File: config.mk
export PLATFORM = sky130hd
export DESIGN_NAME = multicycle_sequencer_flat
export DESIGN_NICKNAME = d
export VERILOG_FILES = /design/src/rtl/multicycle_sequencer_if.sv /design/src/rtl/multicycle_sequencer.sv /design/src/flat_wrapper.sv
export SDC_FILE = /design/constraint.sdc
export NUM_CORES = 1
export LEC_CHECK = 0
export BUFFER_PORTS_ARGS = -buffer_cell sky130_fd_sc_hd__buf_2
export CELL_PAD_IN_SITES_DETAIL_PLACEMENT = 1
export CELL_PAD_IN_SITES_GLOBAL_PLACEMENT = 2
export CORE_MARGIN = 2
export CORE_UTILIZATION = 33
export CTS_BUF_LIST = sky130_fd_sc_hd__clkbuf_8 sky130_fd_sc_hd__clkbuf_16
export DETAILED_ROUTE_END_ITERATION = 10
export PLACE_DENSITY = 0.84
export SYNTH_ARGS = -nofsm -noshare
export SYNTH_HDL_FRONTEND = slang
export SYNTH_SLANG_ARGS = --single-unit
File: constraint.sdc
create_clock -name clk -period 2 [get_ports clk]
set_input_delay 0.5 -clock clk [delete_from_list [all_inputs] [get_ports clk]]
set_output_delay 0.5 -clock clk [all_outputs]
set_load 0.03 [all_outputs]
File: src/rtl/multicycle_sequencer_if.sv
// Handshake and control bundle between the multicycle sequencer and the
// rest of the RV32I core (instruction decoder, datapath, memories).
//   master : core side -- drives run/opcode/br_taken/ready, observes strobes
//   slave  : the sequencer -- observes inputs, drives request/write strobes,
//            status flags and the retired-instruction count
interface multicycle_sequencer_if #(
  parameter int unsigned RETIRE_W = 32
);
  logic                run;
  logic [6:0]          opcode;
  logic                br_taken;
  logic                imem_ready;
  logic                dmem_ready;
  logic                imem_req;
  logic                dmem_req;
  logic                ir_write;
  logic                pc_write;
  logic                pc_src;
  logic                ru_write_en;
  logic                dm_write_en;
  logic                halted;
  logic                illegal;
  logic                bus_error;
  logic [RETIRE_W-1:0] instret;

  modport master (
    output run, opcode, br_taken, imem_ready, dmem_ready,
    input  imem_req, dmem_req, ir_write, pc_write, pc_src, ru_write_en,
           dm_write_en, halted, illegal, bus_error, instret
  );

  modport slave (
    input  run, opcode, br_taken, imem_ready, dmem_ready,
    output imem_req, dmem_req, ir_write, pc_write, pc_src, ru_write_en,
           dm_write_en, halted, illegal, bus_error, instret
  );
endinterface

File: src/rtl/multicycle_sequencer.sv
// Multicycle sequencer for the RV32I core. Steps each instruction through
// FETCH, DECODE, EXECUTE, MEM and WRITEBACK so a single ALU and memory port
// serve the instruction, and gates every architectural write (IR, PC,
// register file, data memory). Halts on SYSTEM, traps on illegal opcodes and
// memory-ready timeouts, and counts retired instructions.
// Ports:
//   clk    : core clock, rising edge
//   rst_n  : asynchronous active-low reset
//   bus    : slave side of multicycle_sequencer_if (run/opcode/br_taken/
//            ready inputs; req/write strobes, halted/illegal/bus_error,
//            instret outputs)
// Parameters:
//   MEM_TIMEOUT : max wait cycles for a memory ready, 0 disables
//   RETIRE_W    : width of instret (must match the interface)
module multicycle_sequencer #(
  parameter int unsigned MEM_TIMEOUT = 255,
  parameter int unsigned RETIRE_W    = 32
) (
  input logic                   clk,
  input logic                   rst_n,
  multicycle_sequencer_if.slave bus
);

  typedef enum logic [2:0] {
    IDLE, FETCH, DECODE, EXECUTE, MEM, WRITEBACK, HALT, TRAP
  } state_t;

  localparam logic [6:0] OP_R      = 7'b0110011;
  localparam logic [6:0] OP_I      = 7'b0010011;
  localparam logic [6:0] OP_LOAD   = 7'b0000011;
  localparam logic [6:0] OP_STORE  = 7'b0100011;
  localparam logic [6:0] OP_BRANCH = 7'b1100011;
  localparam logic [6:0] OP_JAL    = 7'b1101111;
  localparam logic [6:0] OP_JALR   = 7'b1100111;
  localparam logic [6:0] OP_LUI    = 7'b0110111;
  localparam logic [6:0] OP_AUIPC  = 7'b0010111;
  localparam logic [6:0] OP_SYSTEM = 7'b1110011;

  localparam int unsigned WAIT_W    = (MEM_TIMEOUT < 2) ? 1 : $clog2(MEM_TIMEOUT + 1);
  localparam int unsigned WAIT_LAST = (MEM_TIMEOUT == 0) ? 0 : MEM_TIMEOUT - 1;

  state_t              state, state_nxt;
  logic [WAIT_W-1:0]   wait_cnt, wait_cnt_nxt;
  logic [RETIRE_W-1:0] instret_q;
  logic                illegal_q, bus_err_q;
  logic                set_illegal, set_bus_err;

  logic is_load, is_store, is_branch, is_jump, is_system, is_legal;
  logic timeout_hit;

  logic imem_req, dmem_req, ir_write, pc_write, pc_src, ru_write_en, dm_write_en;

  // opcode comes straight from the IR, so it stays stable from DECODE on
  always_comb begin
    is_load   = (bus.opcode == OP_LOAD);
    is_store  = (bus.opcode == OP_STORE);
    is_branch = (bus.opcode == OP_BRANCH);
    is_jump   = (bus.opcode == OP_JAL) || (bus.opcode == OP_JALR);
    is_system = (bus.opcode == OP_SYSTEM);
    is_legal  = is_load || is_store || is_branch || is_jump || is_system ||
                (bus.opcode == OP_R) || (bus.opcode == OP_I) ||
                (bus.opcode == OP_LUI) || (bus.opcode == OP_AUIPC);
  end

  // wait_cnt holds the number of completed wait cycles, so the trap fires on
  // the edge that ends the MEM_TIMEOUT-th one; a ready in that cycle wins
  assign timeout_hit = (MEM_TIMEOUT != 0) && (wait_cnt == WAIT_W'(WAIT_LAST));

  always_comb begin
    state_nxt    = state;
    imem_req     = 1'b0;
    dmem_req     = 1'b0;
    ir_write     = 1'b0;
    pc_write     = 1'b0;
    pc_src       = 1'b0;
    ru_write_en  = 1'b0;
    dm_write_en  = 1'b0;
    set_illegal  = 1'b0;
    set_bus_err  = 1'b0;

    case (state)
      IDLE: begin
        if (bus.run) state_nxt = FETCH;
      end
      FETCH: begin
        imem_req = 1'b1;
        if (bus.imem_ready) begin
          ir_write  = 1'b1;
          state_nxt = DECODE;
        end else if (timeout_hit) begin
          set_bus_err = 1'b1;
          state_nxt   = TRAP;
        end
      end
      DECODE: begin
        if (!is_legal) begin
          set_illegal = 1'b1;
          state_nxt   = TRAP;
        end else if (is_system) begin
          state_nxt = HALT;
        end else begin
          state_nxt = EXECUTE;
        end
      end
      EXECUTE: begin
        state_nxt = (is_load || is_store) ? MEM : WRITEBACK;
      end
      MEM: begin
        dmem_req    = 1'b1;
        dm_write_en = is_store;
        if (bus.dmem_ready) begin
          if (is_store) begin
            // stores retire here; there is no register writeback to do
            pc_write  = 1'b1;
            state_nxt = bus.run ? FETCH : IDLE;
          end else begin
            state_nxt = WRITEBACK;
          end
        end else if (timeout_hit) begin
          set_bus_err = 1'b1;
          state_nxt   = TRAP;
        end
      end
      WRITEBACK: begin
        pc_write    = 1'b1;
        ru_write_en = !is_branch;
        pc_src      = is_jump || (is_branch && bus.br_taken);
        state_nxt   = bus.run ? FETCH : IDLE;
      end
      HALT, TRAP: begin
        state_nxt = state;
      end
      default: begin
        state_nxt = IDLE;
      end
    endcase
  end

  always_comb begin
    wait_cnt_nxt = wait_cnt;
    if (state_nxt != state) begin
      wait_cnt_nxt = '0;
    end else if ((state == FETCH && !bus.imem_ready) ||
                 (state == MEM   && !bus.dmem_ready)) begin
      wait_cnt_nxt = wait_cnt + 1'b1;
    end
  end

  always_ff @(posedge clk or negedge rst_n) begin
    if (!rst_n) begin
      state     <= IDLE;
      wait_cnt  <= '0;
      instret_q <= '0;
      illegal_q <= 1'b0;
      bus_err_q <= 1'b0;
    end else begin
      state    <= state_nxt;
      wait_cnt <= wait_cnt_nxt;
      if (pc_write)    instret_q <= instret_q + 1'b1;
      if (set_illegal) illegal_q <= 1'b1;
      if (set_bus_err) bus_err_q <= 1'b1;
    end
  end

  assign bus.imem_req    = imem_req;
  assign bus.dmem_req    = dmem_req;
  assign bus.ir_write    = ir_write;
  assign bus.pc_write    = pc_write;
  assign bus.pc_src      = pc_src;
  assign bus.ru_write_en = ru_write_en;
  assign bus.dm_write_en = dm_write_en;
  assign bus.halted      = (state == HALT) || (state == TRAP);
  assign bus.illegal     = illegal_q;
  assign bus.bus_error   = bus_err_q;
  assign bus.instret     = instret_q;

endmodule

File: src/flat_wrapper.sv
// flat-port wrapper written by rule: the top's interface ports become plain ports
module multicycle_sequencer_flat 
#(
  parameter int unsigned MEM_TIMEOUT = 255,
  parameter int unsigned RETIRE_W    = 32
)
  (clk, rst_n, bus_run, bus_opcode, bus_br_taken, bus_imem_ready, bus_dmem_ready, bus_imem_req, bus_dmem_req, bus_ir_write, bus_pc_write, bus_pc_src, bus_ru_write_en, bus_dm_write_en, bus_halted, bus_illegal, bus_bus_error, bus_instret);
  multicycle_sequencer_if #(.RETIRE_W(RETIRE_W)) bus_i ();
  input logic clk;
  input logic rst_n;
  input wire logic [$bits(bus_i.run)-1:0] bus_run;
  input wire logic [$bits(bus_i.opcode)-1:0] bus_opcode;
  input wire logic [$bits(bus_i.br_taken)-1:0] bus_br_taken;
  input wire logic [$bits(bus_i.imem_ready)-1:0] bus_imem_ready;
  input wire logic [$bits(bus_i.dmem_ready)-1:0] bus_dmem_ready;
  output wire logic [$bits(bus_i.imem_req)-1:0] bus_imem_req;
  output wire logic [$bits(bus_i.dmem_req)-1:0] bus_dmem_req;
  output wire logic [$bits(bus_i.ir_write)-1:0] bus_ir_write;
  output wire logic [$bits(bus_i.pc_write)-1:0] bus_pc_write;
  output wire logic [$bits(bus_i.pc_src)-1:0] bus_pc_src;
  output wire logic [$bits(bus_i.ru_write_en)-1:0] bus_ru_write_en;
  output wire logic [$bits(bus_i.dm_write_en)-1:0] bus_dm_write_en;
  output wire logic [$bits(bus_i.halted)-1:0] bus_halted;
  output wire logic [$bits(bus_i.illegal)-1:0] bus_illegal;
  output wire logic [$bits(bus_i.bus_error)-1:0] bus_bus_error;
  output wire logic [$bits(bus_i.instret)-1:0] bus_instret;
  assign bus_i.run = bus_run;
  assign bus_i.opcode = bus_opcode;
  assign bus_i.br_taken = bus_br_taken;
  assign bus_i.imem_ready = bus_imem_ready;
  assign bus_i.dmem_ready = bus_dmem_ready;
  assign bus_imem_req = bus_i.imem_req;
  assign bus_dmem_req = bus_i.dmem_req;
  assign bus_ir_write = bus_i.ir_write;
  assign bus_pc_write = bus_i.pc_write;
  assign bus_pc_src = bus_i.pc_src;
  assign bus_ru_write_en = bus_i.ru_write_en;
  assign bus_dm_write_en = bus_i.dm_write_en;
  assign bus_halted = bus_i.halted;
  assign bus_illegal = bus_i.illegal;
  assign bus_bus_error = bus_i.bus_error;
  assign bus_instret = bus_i.instret;
  multicycle_sequencer #(.MEM_TIMEOUT(MEM_TIMEOUT), .RETIRE_W(RETIRE_W)) u_core (.clk(clk), .rst_n(rst_n), .bus(bus_i));
endmodule
==> results.cfg <==
[clock_network]
cts_sinks = 45
cts_made_buffers = 5
cts_root_buf = clkbuf_8
clk_latency_ns = 0.30
clk_pin_slew_ns = 0.09
cts_tree = yes
clockBufferDepth = 2
hold_buffers = 0
ctsHtreeMaxLevel = 2

[synth]
ys_seq_area_share_pct = 46.7
synth_most_common_cell = dfrtp_1
synth_nets = 258
synth_seq_cells = 45
synthDistinctLibCells = 47
netlist_area_um2 = 2410
synth_area_leaders = dfrtp_1, xor2_1, xnor2_1, nor2_1, nand4_1
ys_async_sr_fraction_pct = 100
yosysWarnings = 0
synthTopCellsByCount = dfrtp_1, nor2_1, xor2_1
synth.top_cell.area_share_pct = 46.7
ys.flop_type = dfrtp_1
synth.avg_cell_area_um2 = 9.97
syn_inst = 242
synth_edf_count = 0
yosysTopAreaCell = dfrtp_1

[cells_and_area]
finalNonFillerCells = 445
drive_above_1_share_pct = 39.9
final_area_um2 = 3380
areaGrowthSynthToFinish_pct = 40.0
diodes = 0
utilization_pct = 47.1
nets = 361

[place]
dp.cells = 429
port_buffers = 54
dp_hpwl_um = 5120
gp_congestion = 0.822
place_area_um2 = 3090

[worst_hold_path]
min_path_type = in2async

[detailed_routing]
firstDrtPassIters = 4
drc = 0
vias_per_cell = 5.00
drt_iter0_drc = 82
detail-route-antenna-nets = 0
vias = 2226
drt-total-wl_um = 7030
wl_per_cell_um = 15.8

[power]
cellLeakagePower_nw = 1.69
peakVddDrop_v = 0.000519
power_density_nw_per_um2 = 1000

[floorplan]
rows = 31
coreArea_um2 = 7180
die_height_um = 89.5
initial_utilization_pct = 33.6
ios = 55
dieArea_um2 = 8010
die_x_um = 89.5

[timing]
final-setup-viol-count = 0
fmax_ghz = 0.506
setup_tns_ns = 0
final_max_slew_viol_count = 0
fin_crit_sh_pct = 98.8
max_slew_margin_pct = 61.9
clock_skew_ns = 0.00905
hold_viol = 0
fin_crit_ns = 1.98
rsz0062_at_grt = yes
worstMarginPinSlew_ns = 0.571

[worst_setup_path]
crit_path_end_kind = output port
crit_arrival_ns = 1.48
cp.required_ns = 1.50
rr_startpoint = u_core.state[2]
critPathMaxFanout = 5
r2r-end = u_core.wait_cnt[3]
start_kind = register
crit_type = reg2out
rrSetupSlack_ns = 0.07
ff2ff_path_depth = 8

[global_route]
antenna_found_initial = 0
grt_max_degree = 24
grt_pass1_vias = 2343
grt_pass1_wl_um = 11400
grtUsageTotal_pct = 18.7
grt_overflow_total = 0

[outcome]
status = completed

[job]
drv_cap = 0
[sequential cells by signal (all words and copies together) (netlist names)]
register              cells
u_core.bus.instret       32
u_core.bus.bus_error      1
u_core.state              3
u_core.wait_cnt           8
u_core.bus.illegal        1
[stage by stage]
stage	setup slack, ns	hold slack, ns	power [W]
after floorplan	-0.0566	0.204	0.00197
after global placement	-0.174	0.448	0.00238
after global routing	-0.0392	0.216	0.00356
after CTS	0.00123	0.195	0.00325
after detailed placement	-0.211	0.445	0.00242
final	0.0240	0.179	0.00338
[worst max path at each step]
stage,start,endpoint,slack [ns]
after floorplan,u_core.state[1],bus_pc_src,-0.06
after global placement,bus_opcode[2],u_core.wait_cnt[0],-0.17
after detailed placement,bus_opcode[2],u_core.wait_cnt[0],-0.21
after CTS,u_core.state[1],bus_dm_write_en,0.001
after global routing,u_core.state[2],bus_pc_src,-0.04
final,u_core.state[2],bus_pc_src,0.02
[kinds of logic (layout without fill, tap and decap cells)]
kind of cell	after synthesis	in the layout	synth area share, %
adders and majority gates	3	3	1.56
DFF	45	45	46.7
AOI/OAI and AO/OA	25	25	7.47
xor gates and xnor gates	36	36	13.1
buffers and inverters	19	123	3.68
muxes	2	2	0.881
and+or+nand+nor	112	112	26.7
[power breakdown]
part           switching, W  internal (W)  total (W)
Sequential         0.000108       0.00101    0.00112
Clock              0.000317      0.000403   0.000719
Combinational      0.000879      0.000666    0.00154
Total               0.00130       0.00208    0.00338
[critical path, cell delays in order, from the launching register on]
cell	delay, ns
dfrtp_2	0.42
inv_2	0.07
nor2_2	0.16
nand2_1	0.11
nor4_2	0.22
buf_4	0.20
[final cells by class]
type                    instances  area [um2]
inverters                      13        48.8
repair buffers                102         673
multi-input cells             178        1290
fillers                       842        3800
clock inverters                 2        33.8
well taps                      99         124
clock buffers                   6        82.6
flip-flops and latches         45        1130
[layout by cell type (no fill, tap or decap), drive strengths merged, types with 2 or more instances in the layout]
cell type and instances:
and4 4, dfrtp 45, xnor2 16, nand4bb 2
o31ai 2, o22ai 2, buf 101, a21oi 8
and2 2, or3b 2, clkbuf 7, nor2b 2
nand4 12, inv 14, ha 3, xor2 20
a21o 2, nand2b 3, o311a 2, and3 5
and4bb 2, o21ai 4, nor3 11, or3 4
nand3 13, nor2 26, nand2 12, nor4 6
[per-layer routing]
metal	vias up	wire, um	part of all wire [%]	track usage, %
met3	10	240	3.4	2.86
li1	1053	-	-	-
met5	-	0	0	0
met4	0	117	1.7	6.24
met2	36	3460	49	29.9
met1	1127	3210	46	26.0
[timing repair]
action                     in CTS  in global routing
buffers inserted                5                  4
gates resized for setup        10                 17
pin swaps                       1                  7
setup endpoints to repair       6                 12
No activity file was read; power rests on OpenSTA's default activity.
